==> config.mk <==
export PLATFORM = sky130hd
export DESIGN_NAME = stream_rr_arbiter
export DESIGN_NICKNAME = d
export VERILOG_FILES = /design/src/rtl/stream_rr_arbiter.sv
export SDC_FILE = /design/constraint.sdc
export NUM_CORES = 1
export LEC_CHECK = 0
export CORE_MARGIN = 2
export CORE_UTILIZATION = 35
export CTS_BUF_LIST = sky130_fd_sc_hd__clkbuf_8
export CTS_CLUSTER_DIAMETER = 60
export DETAILED_ROUTE_END_ITERATION = 8
export GPL_ROUTABILITY_DRIVEN = 0
export PLACE_DENSITY = 0.8
export SLEW_MARGIN = 5
export SYNTH_ARGS = -nofsm -noshare
export SYNTH_HDL_FRONTEND = slang
export SYNTH_SLANG_ARGS = --single-unit
==> constraint.sdc <==
create_clock -name iCLK -period 1.7 [get_ports iCLK]
set_clock_uncertainty 0.05 [all_clocks]
set_input_delay 0.34 -clock iCLK [delete_from_list [all_inputs] [get_ports iCLK]]
set_output_delay 0.34 -clock iCLK [all_outputs]
set_load 0.05 [all_outputs]
==> src/rtl/stream_rr_arbiter.sv <==
// rtl/stream_rr_arbiter.sv - round-robin burst arbiter sharing one registered downstream stream
module stream_rr_arbiter #(
    parameter int N     = 4,
    parameter int WIDTH = 8,
    parameter int BEATS = 4
) (
    input  logic               iCLK,
    input  logic               iRST_N,
    input  logic [N-1:0]       iValid_AM,
    output logic [N-1:0]       oReady_AM,
    input  logic [N*WIDTH-1:0] iData_AM,
    output logic               oValid_BM,
    input  logic               iReady_BM,
    output logic [WIDTH-1:0]   oData_BM,
    output logic [N-1:0]       oGrant,
    output logic               oBusy
);
    localparam int PW = $clog2(N);
    localparam int CW = $clog2(BEATS + 1);
    localparam logic [CW-1:0] LAST_BEAT = CW'(BEATS - 1);
    localparam logic [PW-1:0] LAST_IDX  = PW'(N - 1);

    typedef enum logic {IDLE, GRANT} state_t;

    state_t           state, state_nxt;
    logic [PW-1:0]    ptr, ptr_nxt, gidx, gidx_nxt, pick;
    logic             pick_vld;
    logic [CW-1:0]    cnt, cnt_nxt;
    logic [N-1:0]     grant_nxt;
    logic             load, up_acc;
    logic [WIDTH-1:0] up_data;

    assign load      = !oValid_BM || iReady_BM;
    assign oReady_AM = (state == GRANT && load) ? oGrant : '0;
    assign up_acc    = |(iValid_AM & oReady_AM);
    assign oBusy     = (state == GRANT);

    always_comb begin
        up_data = '0;
        for (int k = 0; k < N; k++) begin
            if (gidx == PW'(k)) up_data = iData_AM[k*WIDTH +: WIDTH];
        end
    end

    // First requesting index at or after the pointer; wrap is explicit so N need not be 2^k
    always_comb begin
        int idx;
        pick     = '0;
        pick_vld = 1'b0;
        idx      = 0;
        for (int i = 0; i < N; i++) begin
            idx = int'(ptr) + i;
            if (idx >= N) idx = idx - N;
            if (!pick_vld && iValid_AM[idx]) begin
                pick     = PW'(idx);
                pick_vld = 1'b1;
            end
        end
    end

    always_comb begin
        state_nxt = state;
        ptr_nxt   = ptr;
        gidx_nxt  = gidx;
        cnt_nxt   = cnt;
        grant_nxt = oGrant;
        case (state)
            IDLE: begin
                if (pick_vld) begin
                    state_nxt = GRANT;
                    gidx_nxt  = pick;
                    grant_nxt = {{(N-1){1'b0}}, 1'b1} << pick;
                    cnt_nxt   = '0;
                end
            end
            GRANT: begin
                // The grant is held until the full burst has been taken, even if valid drops
                if (up_acc) begin
                    if (cnt == LAST_BEAT) begin
                        state_nxt = IDLE;
                        ptr_nxt   = (gidx == LAST_IDX) ? '0 : gidx + 1'b1;
                        grant_nxt = '0;
                        cnt_nxt   = '0;
                    end else begin
                        cnt_nxt = cnt + 1'b1;
                    end
                end
            end
            default: state_nxt = IDLE;
        endcase
    end

    always_ff @(posedge iCLK or negedge iRST_N) begin
        if (!iRST_N) begin
            state  <= IDLE;
            ptr    <= '0;
            gidx   <= '0;
            cnt    <= '0;
            oGrant <= '0;
        end else begin
            state  <= state_nxt;
            ptr    <= ptr_nxt;
            gidx   <= gidx_nxt;
            cnt    <= cnt_nxt;
            oGrant <= grant_nxt;
        end
    end

    always_ff @(posedge iCLK or negedge iRST_N) begin
        if (!iRST_N) begin
            oValid_BM <= 1'b0;
            oData_BM  <= '0;
        end else if (up_acc) begin
            oValid_BM <= 1'b1;
            oData_BM  <= up_data;
        end else if (iReady_BM) begin
            oValid_BM <= 1'b0;
        end
    end
endmodule

Word level (Yosys, flattened, before mapping)
Index checks and enable logic that the tools add are counted.
W data, S select, Z words.
{"block": "word_totals", "register_bits": 21, "latch_bits": 0, "mem_bits_rw": 0, "rom_bits": 0, "input_bits": 39, "out_inout_bits": 18, "n_memories": 0}
{"block": "op_classes", "n_addsub": 9, "multipliers": 0, "div_mod_pow": 0, "magnitude_cmp": 8, "eq_ne": 7, "n_shift": 1, "mux": 44, "n_bitwise": 2, "n_reduce_logical": 16}
{"cell": "$lt A32 B4 Y1 const B", "n": 4}
{"cell": "$mux W32", "n": 4}
{"cell": "$mux W8", "n": 4}
{"cell": "$mux W1", "n": 17}
{"cell": "$mux W4", "n": 4}
{"cell": "$sub A3 B3 Y4 const B", "n": 3}
{"cell": "$mux W2", "n": 5}
{"cell": "$ge A3 B3 Y1 const B", "n": 3}
{"cell": "$mux W3", "n": 3}
{"cell": "$bmux W1 S2", "n": 4}
{"cell": "$pmux W4 S2", "n": 1}
{"cell": "$add A2 B2 Y3 const B", "n": 2}
{"cell": "$pmux W3 S2", "n": 1}
{"cell": "$reduce_and A3 Y1", "n": 2}
{"cell": "$and A4 B4 Y4", "n": 1}
{"cell": "$eq A2 B2 Y1 const B", "n": 2}
{"cell": "$logic_and A1 B1 Y1", "n": 4}
{"cell": "$logic_not A1 Y1", "n": 4}
{"cell": "$ne A2 B1 Y1 const B", "n": 2}
{"cell": "$reduce_and A2 Y1", "n": 2}
{"cell": "$reduce_or A4 Y1", "n": 1}
{"cell": "$shl A1 B2 Y4 const A", "n": 1}
{"cell": "$sub A2 B3 Y4 const B", "n": 1}
{"cell": "$add A2 B1 Y3 const B", "n": 1}
{"cell": "11 further kinds", "n": 11}

Depth between registers and ports, before layout
{"block": "depth", "word_depth": 18, "depth_mapped": 7, "ltp_nobuf": 6}

Worst setup path after synthesis
OpenSTA, ideal clock, no wires.
{"block": "synth_timing", "path_kind": "register to register", "start": "reg oGrant[0]", "end": "reg ptr[1]", "setup_time_ns": 0.125, "arrival_ns": 1.707, "t_required_ns": 1.525, "path_slack_ns": -0.182, "path_stages_with_launch": 4, "path_buffers": 0, "period_less_slack_ns": 1.882, "path_cell_list": "dfrtp_1 -> a22oi_2 -> a2111oi_4 -> mux2_2"}
{"block": "synth_between", "elab_chain_cells": 4}
{"item": "start: declaration", "line": "15", "rtl": "output logic [N-1:0] oGrant,"}
{"item": "start signal: assignment", "line": "105", "rtl": "oGrant <= grant_nxt;"}
{"item": "$mux W4", "line": "34", "rtl": "assign oReady_AM = (state == GRANT && load) ? oGrant : '0;"}
{"item": "$and A4 B4 Y4", "line": "35", "rtl": "assign up_acc = |(iValid_AM & oReady_AM);"}
{"item": "$reduce_or A4 Y1", "line": "35"}
{"item": "$reduce_and A3 Y1 (no source line)"}
{"item": "end signal: assignment", "line": "102", "rtl": "ptr <= ptr_nxt;"}
{"item": "end: declaration", "line": "26", "rtl": "logic [PW-1:0] ptr, ptr_nxt, gidx, gidx_nxt, pick;"}
Every way passes these cells.
A chain may end at the register's enable or synchronous reset.

Final worst setup path
{"block": "layout_timing", "start": "reg gidx[0]", "end": "reg oData_BM[3]"}
{"block": "layout_between", "elab_chain_cells": 5, "elab_cells_between_ends": 8, "classes_between": "eq/ne (3); mux (4); reduce/logical (1)"}
{"item": "start: declaration", "line": "26"}
{"item": "start signal: assignment", "line": "103", "rtl": "gidx <= gidx_nxt;"}
{"item": "$logic_not A2 Y1", "line": "41", "rtl": "if (gidx == PW'(k)) up_data = iData_AM[k*WIDTH +: WIDTH];"}
{"item": "$mux W8 (3 in a row)", "line": "41"}
{"item": "$mux W8 (*)", "line": "41"}
{"item": "end signal: assignment", "line": "115", "rtl": "oData_BM <= up_data;"}
{"item": "end: declaration", "line": "14", "rtl": "output logic [WIDTH-1:0] oData_BM,"}
Mark *: on every way between the ends. The rest lies on a longest branch, timed or not.

==> flow_summary.yaml <==
synth:
  synth_nets: 184
  ys.flop_type: "dfrtp_1"
  synth.avg_cell_area_um2: 9.08
  postSynthRegisterBits: 21
  netlist_area_um2: 1270
  ys_types: 30
  synth_cells: 140
  synthArstFlopShare_pct: 100
  yosysSeqAreaShare_pct: 41.3
  synth-edff-count: 0
  synth_warnings: 0
route:
  vias_per_cell: 5.04
  wirelength_um: 3320
  drc_errors: 0
  num_vias: 1274
  wl_per_cell_um: 13.1
  drtAntennaViolNets: 0
  drt-initial-drc-count: 67
  drtPass1Iterations: 4
run:
  max-cap-violations: 0
floorplanning:
  die_y_um: 64.3
  rows: 21
  initial_utilization_pct: 37.2
  die_x_um: 64.3
  dieArea_um2: 4130
  core_region_area_um2: 3420
  io_pins: 57
power:
  power_uw: 3780
  seq_power_share_pct: 24.1
  power_density_nw_per_um2: 1790
  p_switching_uw: 1790
  power.share.clock_pct: 8.4
  p_leak_uw: 0.000947
  ir_drop_uv: 936
  p_sw_share_pct: 47.2
  p_int_uw: 2000
  combPwrFrac_pct: 67.4
setup_path:
  worstPathArrival_ns: 1.72
  cp-end-kind: "flip-flop"
  critPathKind: "reg -> reg"
  setup.worst_path.start_class: "flip-flop"
  required_ns: 1.82
  worstPathMaxFanout: 7
final_layout:
  antenna_cells: 0
  layout_common_cells: "clkdlybuf4s50_1 (33), buf_4 (25), nand2_1 (17)"
  drive_gt1_share_pct: 28.0
  design_area_um2: 2110
  layout.nets: 252
  stdcell_count: 253
  syn2layout_area_growth_pct: 66.2
  final_common_cell: "clkdlybuf4s50_1"
outcome:
  status: "finished clean"
placed_design:
  hpwl_um: 2620
  postPlaceCellArea_um2: 2020
  port_buffers: 56
  place_inst: 248
clock_network:
  root_buffer: "clkbuf_8"
  ctsLongestPathBuffers: 2
  cts.sinks: 21
  clkSlewWorstSetupHoldPaths_ns: 0.08
  cts_hold_buf: 0
  cts_htree_levels: 1
  numCtsBuffers: 3
  clock_latency_ns: 0.25
  cts_tree: "done"
global_route:
  grt_pass1_vias: 1298
  grt-ovfl-total: 0
  grt_antenna_before_repair: 0
  grt_use_total_pct: 16.5
  grt_start_max_net_pins: 23
  grt_pass1_wl_um: 5440
sta:
  relSlewSlack_pct: 61.8
  grt_setup_unrepaired: "false"
  fmax_ghz: 0.626
  max_slew.worst_pin.slew_ns: 0.572
  setup_viol: 0
  period_needed_ns: 1.60
  finalMaxSlewViolations: 0
  fin_crit_sh_pct: 94.0
  hold_viol: 0
hold_path:
  min-delay-path-class: "in -> async"
==> per-stage QoR <==
step	hold WS (ns)	setup TNS, ns	setup WS, ns	util [%]
final	0.376	0	0.101	61.9
after global routing	0.393	0	0.0102	61.9
after CTS	0.380	0	0.00381	61.0
after detailed placement	0.438	-5.46	-0.321	59.0
after global placement	0.437	-4.42	-0.269	59.0
after floorplan	-0.00559	0	0.0220	-
==> layer usage <==
metal	track usage [%]	vias to the layer above	wire (um)
li1	-	641	-
met1	18.2	584	1310
met2	31.5	47	1750
met3	4.23	2	245
met4	3.19	0	14
met5	0	-	0
==> synthesized netlist by cell type (all sizes together), types with 4 or more instances <==
library cell	instances	area (um2)
o21ai	5	25.0
a21oi	5	25.0
nand2b	4	25.0
inv	12	45.0
ha	5	62.6
nand2	17	63.8
a211o	7	61.3
a31oi	7	43.8
and3	5	31.3
a221oi	7	61.3
clkbuf	4	15.0
dfrtp	21	526
nor2	13	48.8
==> power by group through the flow <==
stage / sequential [uW] / clock, uW / combinational, uW
after floorplan: 1380 / 0 / 1080
after global placement: 904 / 0 / 2450
after detailed placement: 909 / 0 / 2490
after CTS: 914 / 331 / 2530
after global routing: 945 / 354 / 2740
final: 913 / 319 / 2550
==> sequential cells by signal (all words and copies together), names as in the netlist <==
signal and count:
oGrant 4, oBusy 1, ptr 2, gidx 2, oData_BM 8, oValid_BM 1
cnt 3
==> worst max-delay path, cell delays in order (launching register included) <==
cell and delay, ns:
dfrtp_1 0.40, ha_1 0.21, and2b_4 0.30, a221oi_2 0.06, a211o_1 0.30, a31oi_1 0.19
==> final cells by class <==
cell class / count / area, um2
flip-flops and latches: 21 / 533
well taps: 46 / 57.6
fillers: 300 / 1300
clock inverters: 1 / 5.00
inverters: 12 / 45.0
multi-input cells: 100 / 722
clock buffers: 3 / 41.3
repair buffers: 70 / 709
==> final timing paths <==
path	cells after the start	startpoint	slack, ns	to
worst max-delay path	5	gidx[0]	0.10	oData_BM[3]
worst min-delay path	2	iRST_N	0.38	oData_BM[0]
worst max register to register	5	gidx[0]	0.10	oData_BM[3]
worst min register to register	2	cnt[2]	0.45	cnt[2]
max in group asynchronous	2	iRST_N	0.99	oGrant[3]
min in group iCLK	2	cnt[2]	0.45	cnt[2]
==> cell families after synthesis <==
logic type | Yosys count | synth area share, %
and+or+nand+nor | 49 | 18.0
AOI/OAI and AO/OA | 44 | 28.1
DFF | 21 | 41.3
buffers and inverters | 19 | 5.90
adders and majority gates | 5 | 4.92
muxes | 2 | 1.77
==> repair_timing <==
action,CTS,global route
pin swaps,1,2
resized for setup,8,6
endpoints found under the setup margin,10,13
buffers inserted,0,1
No activity file was read; power rests on OpenSTA's default activity.
